===== src/rtl/fitness_pkg.sv =====
// State codes and width/count helpers shared by the fitness evaluator.
package fitness_pkg;

  localparam logic [2:0] ST_IDLE     = 3'd0;
  localparam logic [2:0] ST_SETTLE   = 3'd1;
  localparam logic [2:0] ST_SAMPLE   = 3'd2;
  localparam logic [2:0] ST_SAMPLE_A = 3'd3;
  localparam logic [2:0] ST_HOLD     = 3'd4;
  localparam logic [2:0] ST_SAMPLE_B = 3'd5;
  localparam logic [2:0] ST_DONE     = 3'd6;

  localparam int MAX_POP_W = 32;

  function automatic int num_vec(input int n_in);
    return 1 << n_in;
  endfunction

  function automatic int score_width(input int n_in, input int n_out);
    return $clog2((1 << n_in) * n_out + 1);
  endfunction

  function automatic int popcount(input logic [MAX_POP_W-1:0] x);
    int n;
    n = 0;
    for (int i = 0; i < MAX_POP_W; i++) n += int'(x[i]);
    return n;
  endfunction

endpackage


===== src/rtl/fitness_eval_sync_2ff.sv =====
// Two-flop synchroniser for the grid's asynchronous output bus; 2-cycle latency, no handshake.
module sync_2ff #(
  parameter int WIDTH = 1
) (
  input  logic             clock,
  input  logic             reset,
  input  logic [WIDTH-1:0] d,
  output logic [WIDTH-1:0] q
);

  logic [WIDTH-1:0] meta;

  always_ff @(posedge clock) begin
    if (reset) begin
      meta <= '0;
      q    <= '0;
    end else begin
      meta <= d;
      q    <= meta;
    end
  end

endmodule


===== src/rtl/fitness_eval.sv =====
// Scores a configured logic grid against a target truth table; done pulses 1+V*(SETTLE+1) cycles after start
// (1+V*(SETTLE+STAB_GAP+2) with FITNESS_STABILITY_EN); start is ignored while busy.
module fitness_eval
  import fitness_pkg::*;
#(
  parameter int N_IN     = 3,
  parameter int N_OUT    = 3,
  parameter int SETTLE   = 16,
  parameter int STAB_GAP = 4,
  localparam int V       = num_vec(N_IN),
  localparam int SCORE_W = score_width(N_IN, N_OUT)
) (
  input  logic                 clock,
  input  logic                 reset,
  input  logic                 start,
  input  logic [V*N_OUT-1:0]   target,
  output logic [N_IN-1:0]      login,
  input  logic [N_OUT-1:0]     logout,
  output logic                 busy,
  output logic                 done,
  output logic [SCORE_W-1:0]   score,
  output logic                 perfect
);

  localparam int CNT_MAX = (SETTLE > STAB_GAP) ? SETTLE : STAB_GAP;
  localparam int CNT_W   = (CNT_MAX > 1) ? $clog2(CNT_MAX) : 1;

  logic [2:0]         state;
  logic [V*N_OUT-1:0] tgt_q;
  logic [N_IN-1:0]    vec;
  logic [CNT_W-1:0]   cnt;
  logic [SCORE_W-1:0] acc;
  logic [SCORE_W-1:0] acc_next;
  logic [N_OUT-1:0]   logout_s;
  logic [N_OUT-1:0]   tgt_bits;
  logic [N_OUT-1:0]   match_bits;

  sync_2ff #(.WIDTH(N_OUT)) u_sync (
    .clock (clock),
    .reset (reset),
    .d     (logout),
    .q     (logout_s)
  );

  assign tgt_bits = tgt_q[int'(vec)*N_OUT +: N_OUT];

`ifdef FITNESS_STABILITY_EN
  logic [N_OUT-1:0] sample_a;
  // A bit scores only if it held the target value at both sample points.
  assign match_bits = ~(sample_a ^ logout_s) & ~(logout_s ^ tgt_bits);
`else
  assign match_bits = ~(logout_s ^ tgt_bits);
`endif

  assign acc_next = acc + SCORE_W'(popcount(MAX_POP_W'(match_bits)));

  always_ff @(posedge clock) begin
    if (reset) begin
      state   <= ST_IDLE;
      tgt_q   <= '0;
      vec     <= '0;
      cnt     <= '0;
      acc     <= '0;
      login   <= '0;
      busy    <= 1'b0;
      done    <= 1'b0;
      score   <= '0;
      perfect <= 1'b0;
`ifdef FITNESS_STABILITY_EN
      sample_a <= '0;
`endif
    end else begin
      done <= 1'b0;
      case (state)
        ST_IDLE: begin
          if (start) begin
            tgt_q <= target;
            vec   <= '0;
            acc   <= '0;
            login <= '0;
            cnt   <= '0;
            busy  <= 1'b1;
            state <= ST_SETTLE;
          end
        end
        ST_SETTLE: begin
          if (cnt == CNT_W'(SETTLE - 1)) begin
            cnt <= '0;
`ifdef FITNESS_STABILITY_EN
            state <= ST_SAMPLE_A;
`else
            state <= ST_SAMPLE;
`endif
          end else begin
            cnt <= cnt + 1'b1;
          end
        end
`ifdef FITNESS_STABILITY_EN
        ST_SAMPLE_A: begin
          sample_a <= logout_s;
          cnt      <= '0;
          state    <= (STAB_GAP > 0) ? ST_HOLD : ST_SAMPLE_B;
        end
        ST_HOLD: begin
          if (cnt == CNT_W'(STAB_GAP - 1)) begin
            cnt   <= '0;
            state <= ST_SAMPLE_B;
          end else begin
            cnt <= cnt + 1'b1;
          end
        end
        ST_SAMPLE: state <= ST_IDLE;
        ST_SAMPLE_B: begin
`else
        ST_SAMPLE_A, ST_HOLD, ST_SAMPLE_B: state <= ST_IDLE;
        ST_SAMPLE: begin
`endif
          acc <= acc_next;
          if (&vec) begin
            state <= ST_DONE;
          end else begin
            vec   <= vec + 1'b1;
            login <= vec + 1'b1;
            cnt   <= '0;
            state <= ST_SETTLE;
          end
        end
        ST_DONE: begin
          score   <= acc;
          perfect <= (acc == SCORE_W'(V * N_OUT));
          done    <= 1'b1;
          busy    <= 1'b0;
          state   <= ST_IDLE;
        end
        default: state <= ST_IDLE;
      endcase
    end
  end

endmodule


===== config.mk =====
export PLATFORM = sky130hd
export DESIGN_NAME = fitness_eval
export DESIGN_NICKNAME = d
export VERILOG_FILES = /design/src/rtl/fitness_pkg.sv /design/src/rtl/fitness_eval_sync_2ff.sv /design/src/rtl/fitness_eval.sv
export SDC_FILE = /design/constraint.sdc
export NUM_CORES = 1
export LEC_CHECK = 0
export ABC_CLOCK_PERIOD_IN_PS = 4000
export BUFFER_PORTS_ARGS = -buffer_cell sky130_fd_sc_hd__clkbuf_2
export CAP_MARGIN = 40
export CELL_PAD_IN_SITES_DETAIL_PLACEMENT = 1
export CELL_PAD_IN_SITES_GLOBAL_PLACEMENT = 1
export CORE_AREA = 10 10 86 88
export CTS_CLUSTER_SIZE = 24
export DETAILED_ROUTE_END_ITERATION = 10
export DIE_AREA = 0 0 96 98
export MAX_ROUTING_LAYER = met4
export PLACE_DENSITY_LB_ADDON = 0.1
export SLEW_MARGIN = 5
export SYNTH_ARGS = -nofsm -noshare
export SYNTH_HDL_FRONTEND = slang
export SYNTH_SLANG_ARGS = --single-unit

===== constraint.sdc =====
create_clock -name clock -period 4 [get_ports clock]
set_clock_uncertainty 0.2 [all_clocks]
set_input_delay 0.6 -clock clock [delete_from_list [all_inputs] [get_ports clock]]
set_output_delay 0.6 -clock clock [all_outputs]
set_load 0.05 [all_outputs]

==> summary.md <==
| Metric | Value |
|---|---|
| Status | `finished clean` |
| Final antenna-violating net count | `0` |
| Seq cells post-synth | `53` |
| Starting Density | `0.3996` |
| CP Max Fanout | `15` |
| Syn Std Cell Area | `2296 µm²` |
| Total Neg Setup Slack | `0 ns` |
| Hold path startpoint | `u_sync.meta[0]` |
| DRC | `0` |
| Routability-driven placement congestion ratio | `0.7240` |
| DP HPWL | `about 4.2 mm` |
| Fin. Hold Viols | `0` |
| CP Launch Type | `flip-flop` |
| DR vias | `1877` |
| # nets final | `328` |
| Peak supply drop | `0.2068 mV` |
| Critical R2R Capture | `acc[4]` |
| R2R Path Start | `vec[1]` |
| Row cnt | `28` |
| R2R setup slack | `0.50 ns` |
| Fillers | `721` |
| Lkg Pwr | `between 0.0009 and 0.001 µW` |
| H-Tree Depth | `2` |
| Final wirelength | `about 5.6 mm` |
| Die W | `96 µm` |
| Largest area contributor in the netlist | `dfxtp_1` |
| Layout Utilization | `0.4606` |
| Cells after synthesis | `259` |
| Final period utilization | `0.8741` |
| Yosys warnings | `0` |
| Hold Path Sink | `u_sync.q[0]` |
| First-pass GRT wire length | `9.501 mm` |
| Sequential cell area fraction in the yosys report | `0.4621` |
| CTS Buf Count | `5` |
| Critical Path RT | `~4.0 ns` |
| Initial antenna violation count | `0` |
| Synth area leaders | `dfxtp_1 (46%), nand2_1 (11%), a21oi_1 (9.2%), mux2i_1 (5.2%), mux4_2 (2.9%)` |
| Postcts setup bufs | `0` |
| Die footprint | `9408 µm²` |
| Inst Count DP | `359` |
| Initial DRC Count | `42` |
| # IOs | `41` |
| Hold_buf cts | `0` |
| Buffers on Ports | `40` |
| Crit. End Element | `flip-flop` |
| Fmax | `286.0 MHz` |
| Drt first pass iters | `3` |
| CTS sink cnt | `between 50 and 60` |
| Pwr dens | `393.9 nW/µm²` |
| EDFF count, synth | `0` |
| Slew headroom | `0.5227` |
| Global route overflow | `0` |
| Clock Latency Late Sink | `0.30 ns` |
| Yosys top cell area share | `0.4621` |
| RSZ-0062 raised after global routing | `false` |
| Max cap viols | `0` |
| Vias in the first global route | `between 1500 and 2000` |
| Final setup margin | `a little over 0.5 ns` |
| Core area | `between 5000 and 6000 µm²` |
| Final Max Slew Viols | `0` |
| Critical path class | `flip-flop to flip-flop` |
| Hold Crit Class | `flip-flop to flip-flop` |
| Clock slew at reported path FFs | `0.09 ns` |
| Syn_area_per_cell | `8.865 µm²` |
| Worst hold stages | `1` |
| Synth Flop Type | `dfxtp_1` |
| FFs w/ async S/R, synth | `0` |
| Final cell count without fillers | `366` |
| Clock Path Buffers | `2` |
| Final Setup Violations | `0` |
| Share of cells above drive strength 1 | `0.1856` |
| CTS tree | `done` |
| Vias/cell | `5.128` |
| Syn Nets | `296` |
| Worst-margin pin slew | `just over 0.7 ns` |
| Total Routing Usage GR | `0.1298` |
| Synth-to-layout area growth | `15.26%` |
| Reg2Reg Depth | `9` |
| Diode count | `0` |
| Pre-CTS setup slack | `0.5169 ns` |
| Die Y | `98 µm` |
| Worst Path Arrival | `between 3 and 4 ns` |
| Fin crit period | `3.496 ns` |
| Cell variety after synth | `38` |
| Post-cts gate resize count | `0` |
| Root Driver | `clkbuf_8` |
| Largest net degree at the start of global routing | `30` |
| Avg WL per Cell | `15.29 µm` |
==> worst max path at each step <==
| stage | cells past startpoint | end | from |
|---|---|---|---|
| after floorplan | 11 | acc[4] | vec[1] |
| after global placement | 9 | acc[4] | vec[1] |
| after detailed placement | 9 | acc[4] | vec[1] |
| after CTS | 9 | acc[4] | vec[1] |
| after global routing | 9 | acc[4] | vec[1] |
| final | 9 | acc[4] | vec[1] |
==> kinds of logic (layout without fill, tap and decap cells) <==
| family | Yosys count | after routing | synth area share |
|---|---|---|---|
| AND/OR/NAND/NOR | 109 | 109 | 0.2387 |
| flip-flops | 53 | 53 | 0.4621 |
| AO/OA/AOI/OAI | 52 | 52 | 0.1232 |
| buffers and inverters | 20 | 52 | 0.03815 |
| multiplexers | 15 | 15 | 0.08174 |
| adder cells (fa/ha/maj) | 7 | 7 | 0.04469 |
| XOR/XNOR | 3 | 3 | 0.01145 |
==> state kept, by name (all words and copies together) (netlist names), 3 cells and up <==
register / cells
acc: 5
cnt: 4
score: 5
state: 3
tgt_q: 24
u_sync.meta: 3
u_sync.q: 3
vec: 3
==> cells in the mapped netlist, types with 3 or more instances <==
cell and count:
nor2_1 3, nand3_1 10, clkbuf_1 10, mux4_2 3
nor2b_1 6, mux2i_1 12, nor3_1 3, xor2_1 3
nor3b_1 4, nand3b_1 3, nand2_1 66, a21oi_1 42
dfxtp_1 53, buf_2 7, ha_1 5
==> worst max-delay path, cell delays in order (launching register included) <==
cell       delay [ns]
dfxtp_1          0.79
mux2i_1          0.16
mux4_2           0.50
xor2_1           0.17
fa_1             0.52
ha_1             0.18
fa_1             0.19
nand4bb_1        0.16
or3_1            0.39
a21oi_1          0.15
==> layout by cell type (no fill, tap or decap), types with 2 or more instances in the layout <==
cell type and n:
fa_1 2, nand3_1 10, dfxtp_1 53, nor3_1 3, clkbuf_2 40, o31ai_1 2, nor4b_1 2, nor2b_1 6
a21oi_1 42, or4b_1 2, inv_1 2, nor3b_1 4, nand2_1 66, nand3b_1 3, ha_1 5, a31oi_1 2
mux2i_1 12, nor2_1 3, mux4_2 3, clkbuf_8 6, xor2_1 3
==> routing by layer <==
metal  vias to the layer above  wire length, µm  track usage
li1                        955                -            -
met3                         7              117      0.02757
met1                       889             2545       0.1547
met5                         -                0            -
met4                         0              101      0.04540
met2                        26             2833       0.2087
==> report_power, final <==
part           switching (µW)  total, µW  internal (µW)
Sequential               27.9        584            556
Clock                     170        307            138
Combinational            83.9        151           67.1
==> area by class of cell <==
class	count	area (µm²)	area share
clock buffer	7	86.33	0.03262
inverter	2	7.507	0.002837
multi-input combinational	186	1147	0.4336
sequential	53	1061	0.4009
tap	75	93.84	0.03546
timing repair buffer	43	250.2	0.09456
==> stage by stage <==
stage | instance area, µm² | total power [µW] | hold WS (ns)
after detailed placement | 2560 | 751.9 | 0.2360
after global placement | 2517 | 739.1 | 0.2294
final | 2646 | 1042 | 0.2489
after global routing | 2646 | 1105 | 0.2674
after CTS | 2646 | 1057 | 0.2515
after floorplan | 2296 | 697.1 | 0.2138
Note: power is estimated with default switching activity, not from simulation.
